**config.mk**
```make
export PLATFORM = sky130hd
export DESIGN_NAME = autofire_multi_flat
export DESIGN_NICKNAME = d
export VERILOG_FILES = /design/src/rtl/autofire_pkg.sv /design/src/rtl/autofire_multi_if.sv /design/src/rtl/autofire_chan.sv /design/src/rtl/autofire_multi.sv /design/src/flat_wrapper.sv
export SDC_FILE = /design/constraint.sdc
export NUM_CORES = 1
export LEC_CHECK = 0
export ABC_CLOCK_PERIOD_IN_PS = 4900
export CORE_UTILIZATION = 50
export DETAILED_ROUTE_END_ITERATION = 16
export PLACE_DENSITY = 0.7
export SYNTH_ARGS = -nofsm -noshare
export SYNTH_HDL_FRONTEND = slang
export SYNTH_SLANG_ARGS = --single-unit
```
**constraint.sdc**
```tcl
create_clock -name clk -period 4.9 [get_ports clk]
set_input_delay 0.49 -clock clk [delete_from_list [all_inputs] [get_ports clk]]
set_output_delay 0.49 -clock clk [all_outputs]
set_load 0.02 [all_outputs]
```
**src/rtl/autofire_pkg.sv**
```systemverilog
// Shared definitions for the multi-channel autofire block: channel modes and
// the period/phase width used by every channel.
package autofire_pkg;

    localparam int PERIOD_W = 4;

    typedef enum logic [1:0] {
        MODE_PASS  = 2'd0,
        MODE_AUTO  = 2'd1,
        MODE_LATCH = 2'd2,
        MODE_MASK  = 2'd3
    } mode_e;

    // Terminal phase count for a half-period; a period of 0 behaves like 1.
    function automatic logic [PERIOD_W-1:0] last_phase(input logic [PERIOD_W-1:0] period);
        return (period == '0) ? '0 : period - 1'b1;
    endfunction

endpackage

```
**src/rtl/autofire_multi_if.sv**
```systemverilog
// Button and configuration bus between the controller side (master) and the
// autofire block (slave).
interface autofire_multi_if
    import autofire_pkg::*;
#(
    parameter int NCH = 8
) ();

    localparam int CH_W = (NCH > 1) ? $clog2(NCH) : 1;

    logic [NCH-1:0]      btn;
    logic [NCH-1:0]      out;
    logic                cfg_we;
    logic [CH_W-1:0]     cfg_ch;
    logic [1:0]          cfg_mode;
    logic [PERIOD_W-1:0] cfg_period;
    logic [1:0]          cfg_rd_mode;
    logic [PERIOD_W-1:0] cfg_rd_period;

    modport master (
        output btn, cfg_we, cfg_ch, cfg_mode, cfg_period,
        input  out, cfg_rd_mode, cfg_rd_period
    );

    modport slave (
        input  btn, cfg_we, cfg_ch, cfg_mode, cfg_period,
        output out, cfg_rd_mode, cfg_rd_period
    );

endinterface

```
**src/rtl/autofire_chan.sv**
```systemverilog
// One button channel: edge detect, per-channel mode/period registers and the
// pass/autofire/latch/mask output logic with one cycle of latency.
module autofire_chan
    import autofire_pkg::*;
#(
    parameter logic [1:0]          DEFAULT_MODE   = 2'd0,
    parameter logic [PERIOD_W-1:0] DEFAULT_PERIOD = 4'd6
) (
    input  logic                clk,
    input  logic                resetn,
    input  logic                tick_i,
    input  logic                btn_i,
    input  logic                cfg_we_i,
    input  logic [1:0]          cfg_mode_i,
    input  logic [PERIOD_W-1:0] cfg_period_i,
    output logic                out_o,
    output logic [1:0]          mode_o,
    output logic [PERIOD_W-1:0] period_o
);

    mode_e               mode_q, mode_d;
    logic [PERIOD_W-1:0] period_q, period_d;
    logic [PERIOD_W-1:0] phase_q, phase_d;
    logic                btn_q, btn_q_d;
    logic                latch_q, latch_d;
    logic                out_q, out_d;
    logic                rise;

    assign rise = btn_i & ~btn_q;

    always_comb begin
        mode_d   = mode_q;
        period_d = period_q;
        phase_d  = phase_q;
        btn_q_d  = btn_i;
        latch_d  = latch_q;
        out_d    = out_q;
        if (cfg_we_i) begin
            // Clearing btn_q makes a still-held button look like a fresh press.
            mode_d   = mode_e'(cfg_mode_i);
            period_d = cfg_period_i;
            phase_d  = '0;
            btn_q_d  = 1'b0;
            latch_d  = 1'b0;
            out_d    = 1'b0;
        end else begin
            case (mode_q)
                MODE_PASS: begin
                    out_d   = btn_i;
                    phase_d = '0;
                end
                MODE_AUTO: begin
                    if (!btn_i) begin
                        out_d   = 1'b0;
                        phase_d = '0;
                    end else if (rise) begin
                        out_d   = 1'b1;
                        phase_d = '0;
                    end else if (tick_i) begin
                        if (phase_q == last_phase(period_q)) begin
                            out_d   = ~out_q;
                            phase_d = '0;
                        end else begin
                            phase_d = phase_q + 1'b1;
                        end
                    end
                end
                MODE_LATCH: begin
                    latch_d = rise ? ~latch_q : latch_q;
                    out_d   = latch_d;
                    phase_d = '0;
                end
                MODE_MASK: begin
                    out_d   = 1'b0;
                    phase_d = '0;
                end
            endcase
        end
    end

    always_ff @(posedge clk or negedge resetn) begin
        if (!resetn) begin
            mode_q   <= mode_e'(DEFAULT_MODE);
            period_q <= DEFAULT_PERIOD;
            phase_q  <= '0;
            btn_q    <= 1'b0;
            latch_q  <= 1'b0;
            out_q    <= 1'b0;
        end else begin
            mode_q   <= mode_d;
            period_q <= period_d;
            phase_q  <= phase_d;
            btn_q    <= btn_q_d;
            latch_q  <= latch_d;
            out_q    <= out_d;
        end
    end

    assign out_o    = out_q;
    assign mode_o   = mode_q;
    assign period_o = period_q;

endmodule

```
**src/rtl/autofire_multi.sv**
```systemverilog
// Multi-channel turbo block: shared tick source (prescaler or external strobe),
// per-channel autofire logic, config write decode and combinational readback.
module autofire_multi
    import autofire_pkg::*;
#(
    parameter int FREQ           = 37_800_000,
    parameter int NCH            = 8,
    parameter int TICK_SRC       = 0,
    parameter int TICK_HZ        = 120,
    parameter int DEFAULT_MODE   = 0,
    parameter int DEFAULT_PERIOD = 6
) (
    input  logic             clk,
    input  logic             resetn,
    input  logic             tick_in,
    autofire_multi_if.slave  bus
);

    localparam int CH_W  = (NCH > 1) ? $clog2(NCH) : 1;
    localparam int DIV   = FREQ / TICK_HZ;
    localparam int PRE_W = (DIV > 1) ? $clog2(DIV) : 1;

    logic [PRE_W-1:0] presc_q, presc_d;
    logic             presc_wrap;
    logic             tick;

    assign presc_wrap = (presc_q == PRE_W'(DIV - 1));
    assign presc_d    = presc_wrap ? '0 : presc_q + 1'b1;
    assign tick       = (TICK_SRC != 0) ? tick_in : presc_wrap;

    always_ff @(posedge clk or negedge resetn) begin
        if (!resetn) begin
            presc_q <= '0;
        end else begin
            presc_q <= presc_d;
        end
    end

    logic [NCH-1:0]      out_w;
    logic [1:0]          mode_w   [NCH];
    logic [PERIOD_W-1:0] period_w [NCH];

    generate
        for (genvar gi = 0; gi < NCH; gi++) begin : g_chan
            logic we;
            // An out-of-range cfg_ch matches no instance, so the write is dropped.
            assign we = bus.cfg_we && (bus.cfg_ch == CH_W'(gi));

            autofire_chan #(
                .DEFAULT_MODE   (2'(DEFAULT_MODE)),
                .DEFAULT_PERIOD (PERIOD_W'(DEFAULT_PERIOD))
            ) u_chan (
                .clk          (clk),
                .resetn       (resetn),
                .tick_i       (tick),
                .btn_i        (bus.btn[gi]),
                .cfg_we_i     (we),
                .cfg_mode_i   (bus.cfg_mode),
                .cfg_period_i (bus.cfg_period),
                .out_o        (out_w[gi]),
                .mode_o       (mode_w[gi]),
                .period_o     (period_w[gi])
            );
        end
    endgenerate

    assign bus.out = out_w;

    logic [1:0]          rd_mode;
    logic [PERIOD_W-1:0] rd_period;

    always_comb begin
        rd_mode   = '0;
        rd_period = '0;
        for (int i = 0; i < NCH; i++) begin
            if (bus.cfg_ch == CH_W'(i)) begin
                rd_mode   = mode_w[i];
                rd_period = period_w[i];
            end
        end
    end

    assign bus.cfg_rd_mode   = rd_mode;
    assign bus.cfg_rd_period = rd_period;

endmodule

```
**src/flat_wrapper.sv**
```systemverilog
// flat-port wrapper written by rule: the top's interface ports become plain ports
module autofire_multi_flat import autofire_pkg::*;
#(
    parameter int FREQ           = 37_800_000,
    parameter int NCH            = 8,
    parameter int TICK_SRC       = 0,
    parameter int TICK_HZ        = 120,
    parameter int DEFAULT_MODE   = 0,
    parameter int DEFAULT_PERIOD = 6
)
  (clk, resetn, tick_in, bus_btn, bus_cfg_we, bus_cfg_ch, bus_cfg_mode, bus_cfg_period, bus_out, bus_cfg_rd_mode, bus_cfg_rd_period);
  autofire_multi_if #(.NCH(NCH)) bus_i ();
  input  logic clk;
  input  logic resetn;
  input  logic tick_in;
  input wire logic [$bits(bus_i.btn)-1:0] bus_btn;
  input wire logic [$bits(bus_i.cfg_we)-1:0] bus_cfg_we;
  input wire logic [$bits(bus_i.cfg_ch)-1:0] bus_cfg_ch;
  input wire logic [$bits(bus_i.cfg_mode)-1:0] bus_cfg_mode;
  input wire logic [$bits(bus_i.cfg_period)-1:0] bus_cfg_period;
  output wire logic [$bits(bus_i.out)-1:0] bus_out;
  output wire logic [$bits(bus_i.cfg_rd_mode)-1:0] bus_cfg_rd_mode;
  output wire logic [$bits(bus_i.cfg_rd_period)-1:0] bus_cfg_rd_period;
  assign bus_i.btn = bus_btn;
  assign bus_i.cfg_we = bus_cfg_we;
  assign bus_i.cfg_ch = bus_cfg_ch;
  assign bus_i.cfg_mode = bus_cfg_mode;
  assign bus_i.cfg_period = bus_cfg_period;
  assign bus_out = bus_i.out;
  assign bus_cfg_rd_mode = bus_i.cfg_rd_mode;
  assign bus_cfg_rd_period = bus_i.cfg_rd_period;
  autofire_multi #(.FREQ(FREQ), .NCH(NCH), .TICK_SRC(TICK_SRC), .TICK_HZ(TICK_HZ), .DEFAULT_MODE(DEFAULT_MODE), .DEFAULT_PERIOD(DEFAULT_PERIOD)) u_core (.clk(clk), .resetn(resetn), .tick_in(tick_in), .bus(bus_i));
endmodule
```
==> results.py <==
metrics = {
    "run_status": {
        "status": "complete, no violations",
    },
    "routing": {
        "wl_per_cell_microns": 17.6,
        "drtAntennaViolNets": 0,
        "drt_wl_total_mm": 16.7,
        "drc_errors": 0,
        "wl_met1_mm": 7.43,
        "highest_layer": "met4",
        "drt_iter0_drc": 346,
        "wl_met2_mm": 8.23,
        "dr_wl_met3_microns": 778,
        "avgViaCountPerCell": 6.08,
        "dr.pass1.iters": 5,
        "num_vias": 5768,
    },
    "critical_path": {
        "crit_top_cell": "clkdlybuf4s50_1",
        "start_kind": "input port",
        "cpLargestDelayFamily": "buffers and inverters",
        "worstPathArrival_ns": 3.21,
        "required_ns": 4.41,
        "crit_buf_inv": 2,
        "worstPathMaxFanout": 20,
        "cp_slowest_cell": "clkdlybuf4s50_1",
        "endpoint_kind": "primary output",
        "path_cells": "clkdlybuf4s50_1 -> mux4_2 -> mux2_2 -> clkdlybuf4s50_1",
        "cpPeakStageDelay_ns": 1.20,
        "worstSetupPathType": "in2out",
    },
    "synth": {
        "synth_seq_cells": 123,
        "avgSynthCellArea_sq_um": 10.3,
        "synth_area_leaders": "dfrtp_1, mux2_2, dfstp_2",
        "netlist_instances": 727,
        "yosys_warnings": 0,
        "synth_cell_type_count": 87,
        "syn_nets": 757,
        "yosysTopAreaCellShare_pct": 35.6,
        "synth_enable_flop_cells": 0,
        "ys_seq_area_share_pct": 41.2,
        "syn_area_sq_mm": 0.00751,
        "synth.largest_area_cell": "dfrtp_1",
        "async_flop_share_pct": 100,
        "yosys_most_used_dff": "dfrtp_1",
    },
    "global_routing": {
        "grt_usage_pct": 22.9,
        "overflow": 0,
        "grt_first_pass_wirelength_mm": 28.2,
        "grt_pass1_vias": 5743,
        "grt_antenna_before_repair": 0,
        "grt_max_degree": 81,
    },
    "floorplan": {
        "die-area_sq_mm": 0.0155,
        "die_w_microns": 125,
        "num_io_pins": 35,
        "die_height_microns": 125,
        "fp-row-count": 44,
        "start_util_pct": 51.5,
        "core_area_sq_mm": 0.0146,
    },
    "finish": {
        "fin_area_sq_mm": 0.00847,
        "n_fill_cell": 1198,
        "drive_gt1_share_pct": 19.6,
        "antennaDiodeCount": 0,
        "nets": 781,
        "area_delta_synth_final_pct": 12.7,
    },
    "pwr": {
        "p_total_mw": 3.36,
        "power.density_mw_per_mm2": 397,
        "p_leak_nw": 3.51,
        "peakVddDrop_mv": 0.280,
    },
    "timing": {
        "relSlewSlack_pct": 26.5,
        "finalHoldViolations": 0,
        "rsz0062_at_grt": "false",
        "tightest_slew_ns": 1.10,
        "fin_tns_setup_ns": 0,
        "slew_viol_final": 0,
        "setup_violations": 0,
        "max_freq_ghz": 0.270,
        "finalCritPeriodShare_pct": 75.5,
        "skew_ns": 0.00751,
        "whs_ns": 0.222,
        "fin_crit_ns": 3.70,
    },
    "clock_network": {
        "cts_hold_buf": 0,
        "worst_skew_pair.late_latency_ns": 0.43,
        "clk_pin_slew_ns": 0.05,
        "cts_max_level": 4,
        "clock_sinks": 123,
        "cts_tree": "built",
        "post_cts_buffers": 0,
        "numCtsBuffers": 17,
        "cts_root_buffer": "clkbuf_16",
        "clk_path_buf_depth": 2,
        "cts_resized": 0,
    },
    "placement": {
        "finalWeightedCongestion": 0.795,
        "post-dp-hpwl_mm": 11.5,
        "placed_area_sq_mm": 0.00792,
        "io_buffers": 33,
    },
    "hold_path": {
        "holdCritPathClass": "in2async",
    },
    "flow_run": {
        "maxCapViolCount": 0,
    },
}
-- per-stage QoR --
step / util [%] / cells / setup slack (ns)
2_1_floorplan: - / 727 / 2.58
3_3_place_gp: 54.3 / 916 / 1.21
3_5_place_dp: 54.3 / 916 / 1.16
4_1_cts: 58.0 / 948 / 1.15
5_1_grt: 58.0 / 948 / 1.03
6_report: 58.0 / 948 / 1.20
-- synthesized netlist by cell type (5+ instances only) --
master and count:
o21ai_0 38, nor2b_1 23, ha_1 9, xnor2_1 22
buf_4 13, o21ai_1 7, inv_1 22, nand2_1 64
a31oi_1 6, nand4b_1 9, and2_1 11, dfrtp_1 107
a211oi_1 6, nor2_1 42, nand3b_1 9, nor4bb_1 12
nor3_1 12, mux4_2 11, dfstp_2 16, buf_2 10
xor2_1 23, mux2_2 56, nand3_1 25, and3_1 5
clkbuf_1 9, nand4_1 7, a21oi_1 38
-- where the power goes --
| group | total (mW) | switching (mW) | leakage [nW] | internal [mW] |
|---|---|---|---|---|
| Sequential | 1.43 | 0.234 | 1.54 | 1.19 |
| Clock | 1.18 | 0.444 | 0.268 | 0.741 |
| Combinational | 0.755 | 0.341 | 1.70 | 0.414 |
| Total | 3.36 | 1.02 | 3.51 | 2.35 |
-- layer usage --
layer | up-vias | track usage (%)
met1 | 2892 | 28.9
met2 | 119 | 37.4
li1 | 2732 | -
met5 | - | 0
met3 | 25 | 7.17
met4 | 0 | 7.23
-- area by class of cell --
cell class	count	area [sq um]	share of cell area (%)
well taps	184	230	2.72
clock inverters	9	97.6	1.15
inverters	22	82.6	0.975
clock buffers	23	448	5.29
multi-input cells	547	4130	48.8
repair buffers	40	380	4.49
flip-flops and latches	123	3100	36.6
-- logic make-up (layout without fill, tap and decap cells) --
group | Yosys count | in the layout | share of synthesized area [%]
fa+ha+maj | 9 | 9 | 1.50
flops | 123 | 123 | 41.2
xor+xnor | 45 | 45 | 5.25
mux | 74 | 74 | 13.0
buf+inv | 57 | 94 | 3.86
compound gates | 147 | 147 | 13.0
simple gates | 272 | 272 | 22.2
-- cell usage in the layout (no fill, tap or decap), drive strengths merged, types with 13 or more instances in the layout --
cell	netlist	layout
o21ai	48	48
clkbuf	9	23
dfstp	16	16
dfrtp	107	107
nand2	65	65
mux2	60	60
nor2b	23	23
nor3	17	17
nand4b	13	13
xor2	23	23
inv	22	22
a21oi	39	39
clkdlybuf4s50	0	32
xnor2	22	22
nor2	43	43
nand3	25	25
-- final timing paths --
kind / startpoint / end / slack [ns] / cells past startpoint
hold / removal: resetn / u_core.g_chan[4].u_chan.btn_q / 0.22 / 1
setup reg to reg: u_core.presc_q[0] / u_core.g_chan[4].u_chan.phase_q[2] / 2.36 / 7
hold reg to reg: u_core.presc_q[0] / u_core.presc_q[0] / 0.46 / 1
setup / recovery: bus_cfg_ch[0] / bus_cfg_rd_period[1] / 1.20 / 4
max in group asynchronous: resetn / u_core.g_chan[0].u_chan.period_o[1] / 3.53 / 2
min in group clk: u_core.presc_q[0] / u_core.presc_q[0] / 0.46 / 1
-- sequential cells by signal, indices dropped and copies added (netlist names) --
signal	cells
u_core.g_chan.u_chan.btn_q	8
u_core.g_chan.u_chan.mode_o	16
u_core.g_chan.u_chan.out_o	8
u_core.presc_q	19
u_core.g_chan.u_chan.period_o	32
u_core.g_chan.u_chan.phase_q	32
u_core.g_chan.u_chan.latch_q	8
Power figures use the tool's default switching activity.
